[src/rtl/regfile_write_arbiter_pkg.sv]
// Shared types and constants for the register-file write arbiter and its round-robin core.
package regfile_write_arbiter_pkg;

    typedef enum logic {ST_INIT, ST_RUN} state_t;
    typedef enum logic {GRANT_ALU, GRANT_MEM} grant_t;

    localparam int          ZERO_REG       = 0;
    localparam int          CONFLICT_WIDTH = 16;
    localparam logic [15:0] CONFLICT_MAX   = 16'hFFFF;

endpackage

[src/rtl/rr_arbiter2.sv]
// Two-input round-robin arbiter: combinational grants, registered last-winner.
// Requester A maps to GRANT_ALU and requester B to GRANT_MEM in the last-winner encoding.
module rr_arbiter2
    import regfile_write_arbiter_pkg::*;
(
    input  logic clk,
    input  logic reset_n,
    input  logic enable,
    input  logic req_a,
    input  logic req_b,
    output logic grant_a,
    output logic grant_b
);

    grant_t last_grant;

    // NOTE: every always_comb output gets a default first so no path can infer a latch.
    always_comb begin
        grant_a = 1'b0;
        grant_b = 1'b0;
        if (enable) begin
            if (req_a && req_b) begin
                grant_a = (last_grant == GRANT_MEM);
                grant_b = (last_grant == GRANT_ALU);
            end else begin
                grant_a = req_a;
                grant_b = req_b;
            end
        end
    end

    // A grant is only ever given to a requesting input, so a grant is the handshake.
    // NOTE: sequential state uses non-blocking assignments so all flops update together.
    always_ff @(posedge clk or negedge reset_n) begin
        if (!reset_n) begin
            last_grant <= GRANT_MEM;
        end else if (grant_a) begin
            last_grant <= GRANT_ALU;
        end else if (grant_b) begin
            last_grant <= GRANT_MEM;
        end
    end

endmodule

[src/rtl/regfile_write_arbiter.sv]
// Shares the register file write port between ALU and load writeback, one registered write per cycle.
// Define REGFILE_INIT_EN to clear every register after reset before accepting requests.
module regfile_write_arbiter
    import regfile_write_arbiter_pkg::*;
#(
    parameter int DATA_WIDTH = 32,
    parameter int ADDR_WIDTH = 5,
    parameter int NUM_REGS   = 32
) (
    input  logic                      clk,
    input  logic                      reset_n,
    input  logic                      alu_valid,
    output logic                      alu_ready,
    input  logic [ADDR_WIDTH-1:0]     alu_address,
    input  logic [DATA_WIDTH-1:0]     alu_data,
    input  logic                      mem_valid,
    output logic                      mem_ready,
    input  logic [ADDR_WIDTH-1:0]     mem_address,
    input  logic [DATA_WIDTH-1:0]     mem_data,
    output logic                      write_enable,
    output logic [ADDR_WIDTH-1:0]     write_address,
    output logic [DATA_WIDTH-1:0]     data_in,
    output logic                      init_busy,
    output logic [CONFLICT_WIDTH-1:0] conflict_count
);

    logic                  in_run;
    logic [ADDR_WIDTH-1:0] sweep_addr;

`ifdef REGFILE_INIT_EN
    localparam logic [ADDR_WIDTH-1:0] LAST_REG = ADDR_WIDTH'(NUM_REGS - 1);

    state_t                state;
    logic [ADDR_WIDTH-1:0] sweep_count;

    always_ff @(posedge clk or negedge reset_n) begin
        if (!reset_n) begin
            state       <= ST_INIT;
            sweep_count <= '0;
        end else if (state == ST_INIT) begin
            sweep_count <= sweep_count + 1'b1;
            if (sweep_count == LAST_REG) begin
                state <= ST_RUN;
            end
        end
    end

    assign in_run     = (state == ST_RUN);
    assign sweep_addr = sweep_count;
    assign init_busy  = (state == ST_INIT);
`else
    assign in_run     = 1'b1;
    assign sweep_addr = '0;
    assign init_busy  = 1'b0;
`endif

    logic alu_grant;
    logic mem_grant;

    rr_arbiter2 u_rr_arbiter2 (
        .clk     (clk),
        .reset_n (reset_n),
        .enable  (in_run),
        .req_a   (alu_valid),
        .req_b   (mem_valid),
        .grant_a (alu_grant),
        .grant_b (mem_grant)
    );

    assign alu_ready = alu_grant;
    assign mem_ready = mem_grant;

    // Register 0 is hardwired zero: its handshakes complete but never strobe the file.
    always_ff @(posedge clk or negedge reset_n) begin
        if (!reset_n) begin
            write_enable  <= 1'b0;
            write_address <= '0;
            data_in       <= '0;
        end else if (!in_run) begin
            write_enable  <= 1'b1;
            write_address <= sweep_addr;
            data_in       <= '0;
        end else if (alu_grant && alu_address != ADDR_WIDTH'(ZERO_REG)) begin
            write_enable  <= 1'b1;
            write_address <= alu_address;
            data_in       <= alu_data;
        end else if (mem_grant && mem_address != ADDR_WIDTH'(ZERO_REG)) begin
            write_enable  <= 1'b1;
            write_address <= mem_address;
            data_in       <= mem_data;
        end else begin
            write_enable  <= 1'b0;
        end
    end

    always_ff @(posedge clk or negedge reset_n) begin
        if (!reset_n) begin
            conflict_count <= '0;
        end else if (in_run && alu_valid && mem_valid && conflict_count != CONFLICT_MAX) begin
            conflict_count <= conflict_count + 1'b1;
        end
    end

endmodule

[config.mk]
export PLATFORM = sky130hd
export DESIGN_NAME = regfile_write_arbiter
export DESIGN_NICKNAME = d
export VERILOG_FILES = /design/src/rtl/regfile_write_arbiter_pkg.sv /design/src/rtl/rr_arbiter2.sv /design/src/rtl/regfile_write_arbiter.sv
export SDC_FILE = /design/constraint.sdc
export NUM_CORES = 1
export LEC_CHECK = 0
export CORE_MARGIN = 3
export CORE_UTILIZATION = 39
export DETAILED_ROUTE_END_ITERATION = 10
export PLACE_DENSITY = 0.84
export SETUP_SLACK_MARGIN = 0.3
export SLEW_MARGIN = 15
export SYNTH_ARGS = -nofsm -noshare
export SYNTH_HDL_FRONTEND = slang
export SYNTH_SLANG_ARGS = --single-unit
[constraint.sdc]
create_clock -name clk -period 2.25 [get_ports clk]
set_input_delay 0.3375 -clock clk [delete_from_list [all_inputs] [get_ports clk]]
set_output_delay 0.3375 -clock clk [all_outputs]
set_load 0.05 [all_outputs]
==> implementation parameters <==
Parameter                              Value

Synthesis
  Combinational family with the most area after synthesis ... compound AO/OA/AOI/OAI gates
  Average instance area after synthesis ... 10.0 um2
  Yosys Warn Count ... 0
  Main synth FF type ... dfrtp_1
  Commonest cells in the netlist ... dfrtp_1, inv_1, a21oi_1, o22ai_1, nand3_1
  Fraction of registers with async set/reset ... 100%
  Sequential cell area fraction in the yosys report ... a little under three fifths
  Library cells used by synthesis ... 37
  Post-Syn Instances ... 248
  Share of the synthesized area in compound gates (AO/OA/AOI/OAI) ... 21.5%
  Flip-flop and latch count after synthesis ... 55
  Dominant cell type by area after synthesis ... dfrtp_1
  Library cell with the highest instance count after synthesis ... dfrtp_1
  Net count of the mapped netlist ... 327
  Cell types occupying the most area after synthesis ... dfrtp_1, o22ai_1, a21oi_1
  Area share of fa/ha/maj cells after synthesis ... less than 1%
  Simple-gate share of the synthesized area ... 8.85%
  Mux share of post-synthesis cell area ... 2.57%
  Cell area after technology mapping ... 2490 um2
  Area share of the largest cell type after synthesis ... a little over half
  Fraction of synthesized cell area in xor and xnor cells ... approximately 2.8%
  Number of flops mapped to enable cells by yosys ... 0

Clock network
  Clock Sink Count ... 55
  Clock tree from TritonCTS ... yes
  Clk slew on worst S/H paths ... 0.10 ns
  Number of buffers created by CTS ... 5
  Clock root cell ... clkbuf_8
  CTS H-tree depth ... 2
  Post-CTS setup buffer count ... 0
  Buffers from clock root to sink, at most ... 2
  Clock latency reported for the late side of the worst-skew pair ... approximately 0.30 ns
  CTS Hold Buffers Added ... 0

Timing
  Max Clk Rate ... ~0.53 GHz
  Time the worst path needs with I/O delays and setup ... roughly 1.9 ns
  Final Hold Fails ... 0
  Unrepaired setup endpoints after global routing ... true
  Final setup viols ... 0
  Worst slack on hold paths ... 0.0130 ns
  Period Utilization, post-route ... 83.7%
  Clock Skews ... 0.00793 ns
  Pin slew with the least headroom to its limit ... 0.565 ns
  Final Max Slew Viols ... 0
  Final WS setup ... approximately 0.37 ns
  Max-Slew Margin vs Limit ... between 60 and 70%

Die
  Die width ... 85.9 um
  Starting density of the core ... 41.0%
  Die ar. ... 7370 um2
  Die Y ... around 86 um
  I/O pin count ... 135
  Core ar. ... 6060 um2
  Number of placement rows ... 28

Critical path
  Kind of cell adding the most delay to the critical path ... buffers and inverters
  Worst path cell trace ... clkdlybuf4s50_1
  Category of the worst setup path capture point ... primary output
  Stage delay of the slowest cell on the critical path ... 0.83 ns
  Worst setup path category ... reg -> out
  Worst flop-to-flop path startpoint ... conflict_count[0]
  Worst reg2reg path endpoint ... conflict_count[14]
  WP data arrival ... 1.54 ns
  Register-to-Register Path Depth ... 6
  Critical path startpoint category ... register
  Critical path launch point ... conflict_count[15]
  Data required, critical path ... ~1.9 ns
  Critical-path maximum fanout ... 4
  Count of buffering cells on the critical path with inverters included ... 1
  Slack of the worst reg-to-reg path ... 0.37 ns
  Slowest cell on the critical path ... clkdlybuf4s50_1

Place
  GP Congestion ... 0.810
  Count of port buffers added during placement ... 133
  Half-perimeter wire length after placement ... between 5000 and 6000 um
  DP Worst Slack ... -0.0364 ns

Power and ir drop
  Standby leakage power ... 1.95 nW
  Max VDD drop ... 0.000449 V
  Total Power Consumption ... roughly 3.4 mW
  Cell Pwr Density ... 804 nW/um2

Global route
  Global router's overall resource usage ... 19.6%
  Initial antenna violation count ... 0
  Total global routing overflow ... 0
  Most heavily used metal layer in global routing ... met2
  Largest net degree at the start of global routing ... 33
  GRT met1 Usage ... 23.8%
  Vias in the first global route ... about 2.5k
  Fraction of met3 tracks used by global routing ... 6.53%
  Wire length of the first global-routing pass ... 11,600 um
  GRT met2 Usage ... 32.9%

Route
  Detail Route Antenna Nets ... 0
  DR DRC count ... 0
  Routed wirelength normalized by instance count ... 16.0 um
  Iteration-0 DRC Markers ... 81
  Total vias in the final route ... 2,410
  Router iterations before antenna repair ... 4
  Via density per instance ... 5.19
  Detailed Route WL ... 7410 um

Cells and area
  Area growth from synthesis to layout ... 68.3%
  Area of combinational cells with multiple inputs ... 942 um2
  Antenna diode instance count ... 0
  Flip-flop and latch area ... 1380 um2
  Net count, final ... roughly 470
  End-of-flow core utilization ... 69.1%
  Share of layout cells above drive strength 1 ... roughly 10%
  Fill count ... just under 500

Job
  Number of violations of the max-capacitance limit ... 0

Run status
  Status ... finished, final reports clean

Hold path
  Worst Hold Class ... in -> async
[sequential cells by signal (all words and copies together) (netlist names)]
name	count
conflict_count	16
write_address	5
u_rr_arbiter2.last_grant	1
write_enable	1
data_in	32
[routing by layer]
| metal | wire, um | vias up | share of wire, % |
|---|---|---|---|
| met4 | 141 | 0 | 1.9 |
| met1 | 3020 | 1138 | 41 |
| met5 | 0 | - | 0 |
| met3 | 551 | 12 | 7.4 |
| li1 | - | 1164 | - |
| met2 | 3700 | 96 | 50 |
[kinds of logic after synthesis]
group	count (synthesis)
muxes	5
AOI/OAI and AO/OA	88
buffers and inverters	50
other	1
xor gates and xnor gates	8
adders and majority gates	1
DFF	55
and+or+nand+nor	40
[stage by stage]
step / TNS (ns) / cells / area [um2]
after floorplan: 0 / 248 / 2500
after global placement: 0 / 454 / 4000
after detailed placement: -0.415 / 454 / 4000
after CTS: 0 / 462 / 4080
after global routing: 0 / 464 / 4190
final: 0 / 464 / 4190
[how the worst max path moves through the flow]
stage,endpoint,slack [ns],cells past startpoint
floorplan,conflict_count[13],0.33,4
global placement,data_in[15],0.04,6
detailed placement,write_address[0],-0.04,6
CTS,write_address[1],0.31,6
global route,conflict_count[1],0.22,5
finish,conflict_count[15],0.37,1
[cell type report]
| class | instances | area share [%] |
|---|---|---|
| timing repair buffer | 147 | 37.1 |
| multi-input combinational | 143 | 22.5 |
| clock buffer | 8 | 1.91 |
| sequential | 55 | 33.0 |
| tap | 75 | 2.24 |
| inverter | 36 | 3.23 |
[worst reg2reg max path, cell delays in order, from the launching register on]
cell	delay [ns]
dfrtp_2	0.41
ha_1	0.20
nand2_1	0.21
nor4_2	0.40
buf_4	0.18
nand3_1	0.09
mux2_2	0.28
[what timing repair did]
| action | CTS | global route |
|---|---|---|
| resized for setup | 3 | 18 |
| gates cloned | 0 | 2 |
| pin swaps | 0 | 1 |
| endpoints found under the hold margin | 0 | 0 |
| endpoints found under the setup margin | 24 | 49 |
[placed cells by master (no fill, tap or decap), types with 2 or more instances in the layout]
cell               n
a21oi_1           33
a22o_1             2
a22oi_1            2
a31oi_1            2
buf_12             5
buf_4              8
clkbuf_1           3
clkbuf_16          2
clkbuf_8           5
clkdlybuf4s50_1  116
dfrtp_1           52
dfrtp_2            2
dlygate4sd2_1      2
dlymetal6s2s_1    12
inv_1             35
mux2_2             3
mux2_4             2
nand2_1            4
nand2b_1           2
nand3_1           12
nand4_1            4
nor2_1             6
nor4_2             2
o2111ai_1          2
o211ai_1           2
o21a_1             3
o21ai_0            5
o22ai_1           33
or4_1              2
or4_4              2
xnor2_1            7
[where the power goes]
group	switching [mW]	total (mW)	internal (mW)	leakage [nW]
sequential	0.136	1.30	1.16	0.656
clock	0.300	0.522	0.222	0.0395
combinational	0.958	1.55	0.589	1.25
total	1.39	3.37	1.97	1.95
No activity file was read; power rests on OpenSTA's default activity.
